--- config.mk ---
export PLATFORM = sky130hd
export DESIGN_NAME = pipeline_hazard_ctrl
export DESIGN_NICKNAME = d
export VERILOG_FILES = /design/src/rtl/pipeline_hazard_ctrl_pkg.sv /design/src/rtl/pipeline_hazard_ctrl_fwd_hazard_cmp.sv /design/src/rtl/pipeline_hazard_ctrl.sv
export SDC_FILE = /design/constraint.sdc
export NUM_CORES = 1
export LEC_CHECK = 0
export CORE_MARGIN = 4
export CORE_UTILIZATION = 30
export DETAILED_ROUTE_END_ITERATION = 6
export PLACE_DENSITY = 0.56
export SKIP_CTS_REPAIR_TIMING = 1
export SLEW_MARGIN = 15
export SYNTH_ARGS = -nofsm -noshare
export SYNTH_HDL_FRONTEND = slang
export SYNTH_SLANG_ARGS = --single-unit
--- constraint.sdc ---
create_clock -name clk -period 6.9 [get_ports clk]
set_clock_uncertainty 0.2 [all_clocks]
set_input_delay 1.38 -clock clk [delete_from_list [all_inputs] [get_ports clk]]
set_output_delay 1.38 -clock clk [all_outputs]
set_load 0.1 [all_outputs]
--- src/rtl/pipeline_hazard_ctrl_pkg.sv ---
// Shared encodings and helpers for the pipeline hazard controller.
// Latency: n/a (types only); backpressure: n/a.
package pipeline_hazard_ctrl_pkg;

    localparam logic [1:0] FWD_NONE    = 2'b00;
    localparam logic [1:0] FWD_WB      = 2'b01;
    localparam logic [1:0] FWD_MEM     = 2'b10;

    localparam logic [1:0] TRAP_NONE   = 2'b00;
    localparam logic [1:0] TRAP_ECALL  = 2'b01;
    localparam logic [1:0] TRAP_EBREAK = 2'b10;

    typedef enum logic [1:0] {
        ST_RUN   = 2'b00,
        ST_DRAIN = 2'b01,
        ST_HALT  = 2'b10
    } state_t;

    // x0 is hardwired to zero, so it never produces a dependency.
    function automatic logic rd_match(input logic       src_used,
                                      input logic [4:0] src_addr,
                                      input logic       reg_write,
                                      input logic [4:0] rd_addr);
        return src_used && reg_write && (rd_addr == src_addr) && (rd_addr != 5'd0);
    endfunction

endpackage

--- src/rtl/pipeline_hazard_ctrl_fwd_hazard_cmp.sv ---
// Per-source RAW compare: forward select against MEM/WB and stall request against EX/MEM-load.
// Latency: combinational; backpressure: none, pure function of its inputs.
module fwd_hazard_cmp
    import pipeline_hazard_ctrl_pkg::*;
(
    input  logic [4:0] src_addr,
    input  logic       src_used,
    input  logic [4:0] ex_rd_addr,
    input  logic       ex_reg_write,
    input  logic [4:0] mem_rd_addr,
    input  logic       mem_reg_write,
    input  logic       mem_mem_read,
    input  logic [4:0] wb_rd_addr,
    input  logic       wb_reg_write,
    output logic [1:0] fwd_sel,
    output logic       raw
);

    logic ex_hit;
    logic mem_hit;
    logic wb_hit;

    always_comb begin
        ex_hit  = rd_match(src_used, src_addr, ex_reg_write,  ex_rd_addr);
        mem_hit = rd_match(src_used, src_addr, mem_reg_write, mem_rd_addr);
        wb_hit  = rd_match(src_used, src_addr, wb_reg_write,  wb_rd_addr);

        // Load data only exists after MEM, so a MEM-stage load falls through to WB or stalls.
        fwd_sel = FWD_NONE;
        if (mem_hit && !mem_mem_read) begin
            fwd_sel = FWD_MEM;
        end else if (wb_hit) begin
            fwd_sel = FWD_WB;
        end

        raw = ex_hit || (mem_hit && mem_mem_read);
    end

endmodule

--- src/rtl/pipeline_hazard_ctrl.sv ---
// Stall/flush/forward controller for the 5-stage pipeline with trap drain/halt FSM.
// Latency: controls are combinational, halted/trap_cause registered; dmem_busy freezes everything.
module pipeline_hazard_ctrl
    import pipeline_hazard_ctrl_pkg::*;
#(
    parameter int DRAIN_CYCLES = 3,
    parameter int CNT_W        = 32
) (
    input  logic             clk,
    input  logic             rst_n,
    input  logic [4:0]       id_rs1_addr,
    input  logic [4:0]       id_rs2_addr,
    input  logic             id_uses_rs1,
    input  logic             id_uses_rs2,
    input  logic             id_is_ecall,
    input  logic             id_is_ebreak,
    input  logic [4:0]       ex_rd_addr,
    input  logic             ex_reg_write,
    input  logic [4:0]       mem_rd_addr,
    input  logic             mem_reg_write,
    input  logic             mem_mem_read,
    input  logic [4:0]       wb_rd_addr,
    input  logic             wb_reg_write,
    input  logic             ex_redirect,
    input  logic             dmem_busy,
    input  logic             resume,
    output logic [1:0]       forward_a_sel,
    output logic [1:0]       forward_b_sel,
    output logic             pc_stall,
    output logic             ifid_stall,
    output logic             ifid_flush,
    output logic             idex_flush,
    output logic             pipe_freeze,
    output logic             halted,
    output logic [1:0]       trap_cause,
    output logic [CNT_W-1:0] stall_cnt
);

    localparam int DCNT_W = (DRAIN_CYCLES > 1) ? $clog2(DRAIN_CYCLES) : 1;
    localparam logic [DCNT_W-1:0] DRAIN_LOAD = DCNT_W'(DRAIN_CYCLES - 1);

    state_t            state, state_nxt;
    logic [DCNT_W-1:0] drain_cnt, drain_nxt;
    logic [1:0]        cause_nxt;
    logic              raw_a, raw_b, raw;
    logic              stall_inc;

    fwd_hazard_cmp u_cmp_a (
        .src_addr      (id_rs1_addr),
        .src_used      (id_uses_rs1),
        .ex_rd_addr    (ex_rd_addr),
        .ex_reg_write  (ex_reg_write),
        .mem_rd_addr   (mem_rd_addr),
        .mem_reg_write (mem_reg_write),
        .mem_mem_read  (mem_mem_read),
        .wb_rd_addr    (wb_rd_addr),
        .wb_reg_write  (wb_reg_write),
        .fwd_sel       (forward_a_sel),
        .raw           (raw_a)
    );

    fwd_hazard_cmp u_cmp_b (
        .src_addr      (id_rs2_addr),
        .src_used      (id_uses_rs2),
        .ex_rd_addr    (ex_rd_addr),
        .ex_reg_write  (ex_reg_write),
        .mem_rd_addr   (mem_rd_addr),
        .mem_reg_write (mem_reg_write),
        .mem_mem_read  (mem_mem_read),
        .wb_rd_addr    (wb_rd_addr),
        .wb_reg_write  (wb_reg_write),
        .fwd_sel       (forward_b_sel),
        .raw           (raw_b)
    );

    assign raw = raw_a || raw_b;

    always_ff @(posedge clk or negedge rst_n) begin
        if (!rst_n) begin
            state <= ST_RUN;
        end else begin
            state <= state_nxt;
        end
    end

    always_ff @(posedge clk or negedge rst_n) begin
        if (!rst_n) begin
            drain_cnt  <= '0;
            halted     <= 1'b0;
            trap_cause <= TRAP_NONE;
            stall_cnt  <= '0;
        end else begin
            drain_cnt  <= drain_nxt;
            halted     <= (state_nxt == ST_HALT);
            trap_cause <= cause_nxt;
            if (stall_inc) begin
                stall_cnt <= stall_cnt + CNT_W'(1);
            end
        end
    end

    always_comb begin
        state_nxt   = state;
        drain_nxt   = drain_cnt;
        cause_nxt   = trap_cause;
        stall_inc   = 1'b0;
        pc_stall    = 1'b0;
        ifid_stall  = 1'b0;
        ifid_flush  = 1'b0;
        idex_flush  = 1'b0;
        pipe_freeze = 1'b0;

        if (dmem_busy) begin
            // Whole pipe waits on memory; FSM progress and stall accounting pause too.
            pc_stall    = 1'b1;
            ifid_stall  = 1'b1;
            pipe_freeze = 1'b1;
        end else begin
            unique case (state)
                ST_RUN: begin
                    if (ex_redirect) begin
                        ifid_flush = 1'b1;
                        idex_flush = 1'b1;
                    end else if (raw) begin
                        pc_stall   = 1'b1;
                        ifid_stall = 1'b1;
                        idex_flush = 1'b1;
                        stall_inc  = 1'b1;
                    end else if (id_is_ecall || id_is_ebreak) begin
                        pc_stall   = 1'b1;
                        ifid_stall = 1'b1;
                        idex_flush = 1'b1;
                        state_nxt  = ST_DRAIN;
                        drain_nxt  = DRAIN_LOAD;
                        cause_nxt  = id_is_ebreak ? TRAP_EBREAK : TRAP_ECALL;
                    end
                end
                ST_DRAIN: begin
                    pc_stall   = 1'b1;
                    ifid_stall = 1'b1;
                    idex_flush = 1'b1;
                    if (drain_cnt == '0) begin
                        state_nxt = ST_HALT;
                    end else begin
                        drain_nxt = drain_cnt - DCNT_W'(1);
                    end
                end
                ST_HALT: begin
                    // On resume IF/ID reloads with trap PC+4, replacing the held trap instruction.
                    if (resume) begin
                        state_nxt = ST_RUN;
                        cause_nxt = TRAP_NONE;
                    end else begin
                        pc_stall   = 1'b1;
                        ifid_stall = 1'b1;
                        idex_flush = 1'b1;
                    end
                end
                default: state_nxt = ST_RUN;
            endcase
        end
    end

endmodule

======== Yosys cells after proc, flatten, opt, wreduce, memory -nomap -nowiden ========
Cells that the tools add are included.
word-level totals
  register bits after elaboration ......... 39
  word-level logic and storage cells ...... 97
  output and inout port bits .............. 44
  input bits .............................. 38
operators by class
  mux-type cells .......................... 39
  equal/unequal tests ..................... 14
  bitwise logic cells ..................... 1
  reductions and logical operators ........ 36
  $add $sub $neg .......................... 2
operator list
  cell                                               count
  two-way mux 2 bit                                  17
  adder 32 x 1 -> 32 bit (second input constant)     1
  == test 5 bit                                      6
  logical AND 1 bit                                  22
  two-way mux 1 bit                                  17
  nonzero test 5 bit                                 3
  AND reduction 6 bit                                2
  inequality test 2 bit (second input constant)      5
  case mux 2 bit (2 select lines)                    2
  case mux 1 bit (3 select lines)                    2
  case mux 2 bit (3 select lines)                    1
  == test 2 bit (second input constant)              2
  zero test 2 bit                                    2
  logical OR 1 bit                                   4
  nonzero test 2 bit                                 2
  == test 2 x 1 -> 1 bit (second input constant)     1
  subtractor 2 x 1 -> 2 bit (second input constant)  1
  zero test 1 bit                                    1
  NOT 1 bit                                          1

======== Logic depth before layout (Yosys ltp) ========
  word-level depth ........................ 11
  gate-level depth with buffers ........... 9
  depth with buffers taken out ............ 6

======== Hierarchy ========
A second synthesis with hierarchy kept.
unflattened totals
  cells, all modules ...................... 252
  area, all modules ....................... 2,424.8 um^2
modules (own cells, without submodules)
  module                area an instance (um^2)  cells an instance  times used  seq. area each (um^2)
  pipeline_hazard_ctrl  1,946.9                  190                1           975.9
  fwd_hazard_cmp        239.0                    31                 2           0.0

======== Worst setup path before layout ========
No wires, ideal clock.
  path kind ............................... input -> output
  start ................................... in mem_rd_addr[4]
  end ..................................... out pc_stall
  arrival ................................. 6,906 ps
  setup slack ............................. -1,586 ps
  stages on the path ...................... 7
  data required time ...................... 5,320 ps
  path buffers ............................ 1
  path through ............................ xor2_1 > nor4_1 > nand4_1 > a211oi_1 > nor4_1 > o311ai_0 > buf_4
between the ends
  cells in the longest elaborated chain, start to end .. 10
  elaborated cells on any way between the ends .. 16
  classes of those cells .................. eq/ne: 2; mux: 4; reduce/logical: 10
RTL lines
  item                                 line                                       RTL
  start, declared                      pipeline_hazard_ctrl.sv:19                 input logic [4:0] mem_rd_addr,
  == test 5 bit                        pipeline_hazard_ctrl_pkg.sv:24             return src_used && reg_write && (rd_addr == src_addr) && (rd_addr != 5'd0);
  logical AND 1 bit (2 in a row)       pipeline_hazard_ctrl_pkg.sv:24
  logical AND 1 bit                    pipeline_hazard_ctrl_fwd_hazard_cmp.sv:36  raw = ex_hit || (mem_hit && mem_mem_read);
  logical OR 1 bit                     pipeline_hazard_ctrl_fwd_hazard_cmp.sv:36
  logical OR 1 bit (*)                 pipeline_hazard_ctrl.sv:76                 assign raw = raw_a || raw_b;
  two-way mux 1 bit (*) (2 in a row)   --
  case mux 1 bit (3 select lines) (*)  --
  two-way mux 1 bit (*)                --
  end, declared                        pipeline_hazard_ctrl.sv:29                 output logic pc_stall,
Mark *: on every way between the ends. The rest lies on a longest branch, timed or not.

======== Worst setup path after layout ========
  start ................................... in id_rs2_addr[0]
  end ..................................... out ifid_stall
between the ends
  cells in the longest elaborated chain, start to end .. 10
  elaborated cells on any way between the ends .. 13
  classes of those cells .................. eq/ne: 2; mux: 4; reduce/logical: 7
RTL lines
  item                                 line                                       RTL
  start, declared                      pipeline_hazard_ctrl.sv:12                 input logic [4:0] id_rs2_addr,
  == test 5 bit                        pipeline_hazard_ctrl_pkg.sv:24
  logical AND 1 bit (2 in a row)       pipeline_hazard_ctrl_pkg.sv:24
  logical AND 1 bit                    pipeline_hazard_ctrl_fwd_hazard_cmp.sv:36
  logical OR 1 bit (*)                 pipeline_hazard_ctrl_fwd_hazard_cmp.sv:36
  logical OR 1 bit (*)                 pipeline_hazard_ctrl.sv:76
  two-way mux 1 bit (*)                pipeline_hazard_ctrl.sv:124                end else if (raw) begin
  two-way mux 1 bit (*)                pipeline_hazard_ctrl.sv:121                if (ex_redirect) begin
  case mux 1 bit (3 select lines) (*)  pipeline_hazard_ctrl.sv:119                unique case (state)
  two-way mux 1 bit (*)                pipeline_hazard_ctrl.sv:113                if (dmem_busy) begin
  end, declared                        pipeline_hazard_ctrl.sv:30                 output logic ifid_stall,
Marks and branches as above.

==> impl_metrics.toml <==
[yosys]
yosysWarnings = 0
ys.flop_type = "dfrtp_1"
yosysTopAreaCellShare = 0.393
avgSynthCellArea_um2 = 9.36
syn_nets = 305
synth-edff-count = 0
synth_area_um2 = 2480
yosysSeqAreaShare = 0.393
postSynthCellCount = 265
ys_async_sr_fraction = 1.00
yosys.cell_count.top_type = "xor2_1"
synthTopCellsByCount = "45 x xor2_1, 39 x dfrtp_1, 19 x a21oi_1, 19 x nand2_1, 19 x nand4_1"
yosysUniqueCellTypes = 39
synth-seq-cells = 39
yosys.area.top_type = "dfrtp_1"
synth.top_cells.by_area = "dfrtp_1 39%, xor2_1 16%, xnor2_1 5.6%"

[floorplan]
ios = 82
floorplan.initialDensity = 0.315
core_area_um2 = 7890
std_cell_rows = 32
die_y_um = 98.9
die_area_um2 = 9790
die_width_um = 98.9

[place]
dp_hpwl_mm = 4.99
port_buffers = 81
gp_congestion = 0.800
post_dp_cell_area_um2 = 3340

[setup_path]
worst_setup_path_end_kind = "primary output"
cpMaxStageDelayCell = "a211oi_1"
r2r_slack_ns = 4.15
critical_path_arrival_ns = 4.08
cp_top_family = "compound AO/OA/AOI/OAI gates"
cpPeakStageDelay_ns = 0.69
critPathKind = "input port to primary output"
crit_top_cell = "nor4_1"
worstPathRequired_ns = 5.32
crit_buf_inv = 2
crit_fanout = 8
startpoint_type = "input port"
path_cells = "clkdlybuf4s50_1 > xor2_1 > nor4_1 > nand4_1 > a211oi_1 > nor4_1 > o311ai_2 > buf_4"

[sta]
fin_tns_setup_ns = 0
hold_viol = 0
min_period_over_period = 0.821
tightestPinTransition_ns = 1.06
timing.fmax_mhz = 177
rsz0062_at_grt = "no"
maxSlewHeadroom = 0.292
period_needed_ns = 5.66
slew_viol_final = 0
report.final.setup_viol = 0

[finish]
nets = 377
final_area_um2 = 3420
num_antenna_cells = 0
drive_gt1_frac = 0.0562
fillCellCount = 773
area_growth_pct = 38.0

[clock_network]
cts_buffer_depth = 2
clk_pin_slew_ns = 0.07
clk_latency_ns = 0.29
cts_max_level = 2
root_buffer = "clkbuf_8"
cts_made_buffers = 5
cts_tree = "yes"
cts_num_sinks = 39

[grt]
met2_usage = 0.226
grt_max_degree = 40
grtUsageMet3 = 0.0347
grt_pass1_vias = 2234
grt_pass1_wl_mm = 11.5
gr-usage-met1 = 0.195
grt_use_total = 0.143
overflow = 0
grt_busiest_layer = "met2"
antenna_found_initial = 0

[detailed_routing]
vias_per_cell = 4.96
drt-initial-drc-count = 76
firstDrtPassIters = 4
wl_mm = 6.71
ant_nets = 0
drc = 0
wire_per_inst_um = 15.2
vias = 2184

[pwr]
leakage_nw = 1.44
power_density_nw_per_um2 = 209
ir_drop_uv = 68.7

[flow_run]
drv_cap = 0

[worst_hold_path]
hold_class = "flop to flop"

[status]
outcome = "completed"
==> cell type report <==
cell class                 count  area (µm²)  share of cell area
clock buffer                   6        72.6              0.0212
clock inverter                 2        12.5             0.00365
inverter                       4        15.0             0.00438
multi-input combinational    206        1430               0.417
sequential                    39         976               0.285
tap                          102         128              0.0373
timing repair buffer          81         793               0.232
==> final timing paths <==
check                                          start                        end  cells after the start
max                                   id_rs2_addr[0]                 ifid_stall                      8
min                        stall_cnt[31]$_DFFE_PN0P_  stall_cnt[31]$_DFFE_PN0P_                      1
max reg2reg                       state[1]$_DFF_PN0_   stall_cnt[1]$_DFFE_PN0P_                      5
min reg2reg                stall_cnt[31]$_DFFE_PN0P_  stall_cnt[31]$_DFFE_PN0P_                      1
max in group asynchronous                      rst_n  trap_cause[1]$_DFFE_PN0P_                      1
min in group asynchronous                      rst_n  stall_cnt[20]$_DFFE_PN0P_                      1
==> power by group <==
| group | internal (mW) | switching (mW) |
|---|---|---|
| logic | 0.0876 | 0.198 |
| clock network | 0.0707 | 0.0829 |
| registers | 0.250 | 0.0271 |
==> cells by family after synthesis <==
logic type	count (synthesis)	synth area share
buffers and inverters	20	0.0383
flip-flops	39	0.393
adder cells (fa/ha/maj)	2	0.0101
AO/OA/AOI/OAI	49	0.133
AND/OR/NAND/NOR	93	0.205
multiplexers	1	0.00454
XOR/XNOR	61	0.215
==> routing by layer <==
metal  up-vias  part of all wire
li1       1112                 -
met1      1025              0.47
met2        42              0.48
met3         5             0.045
met4         0            0.0095
met5         -                 0
==> cells in the final DEF, fill, tap and decap left out, types with 3 or more instances in the layout <==
| cell | netlist | final |
|---|---|---|
| inv_1 | 4 | 4 |
| o211ai_1 | 3 | 3 |
| a21oi_1 | 19 | 19 |
| a211oi_1 | 11 | 11 |
| o21ai_0 | 7 | 7 |
| clkdlybuf4s50_1 | 0 | 75 |
| nor2b_1 | 3 | 3 |
| xor2_1 | 45 | 45 |
| nor2_1 | 8 | 8 |
| xnor2_1 | 16 | 16 |
| nand2_1 | 19 | 19 |
| dfrtp_1 | 39 | 39 |
| nor3_1 | 8 | 6 |
| nor4_1 | 7 | 7 |
| or4_1 | 4 | 4 |
| nand4_1 | 19 | 19 |
| clkbuf_8 | 0 | 5 |
| nand3_1 | 13 | 13 |
| nor3_2 | 1 | 3 |
| buf_4 | 2 | 5 |
==> registers in the layout, summed over array words and instances (netlist names) <==
| name | count |
|---|---|
| drain_cnt | 2 |
| halted | 1 |
| stall_cnt | 32 |
| state | 2 |
| trap_cause | 2 |
==> worst register-to-register path: stages, from the launching register on <==
cell and delay (ns):
dfrtp_1 0.50, nor3_1 0.28, nand2_1 0.17, a2111o_1 0.85
nand2_1 0.28, mux2_2 0.36
==> per-stage QoR <==
step	setup slack [ns]	utilization	instances	power [mW]	hold slack [ns]
detailed placement	1.20	0.423	432	0.569	0.268
global placement	1.25	0.423	432	0.567	0.262
floorplan	0.351	-	265	0.486	0.307
CTS	1.20	0.434	440	0.724	0.285
global route	0.896	0.434	440	0.757	0.310
finish	1.24	0.434	440	0.716	0.280
(Power assumes the default switching activity.)
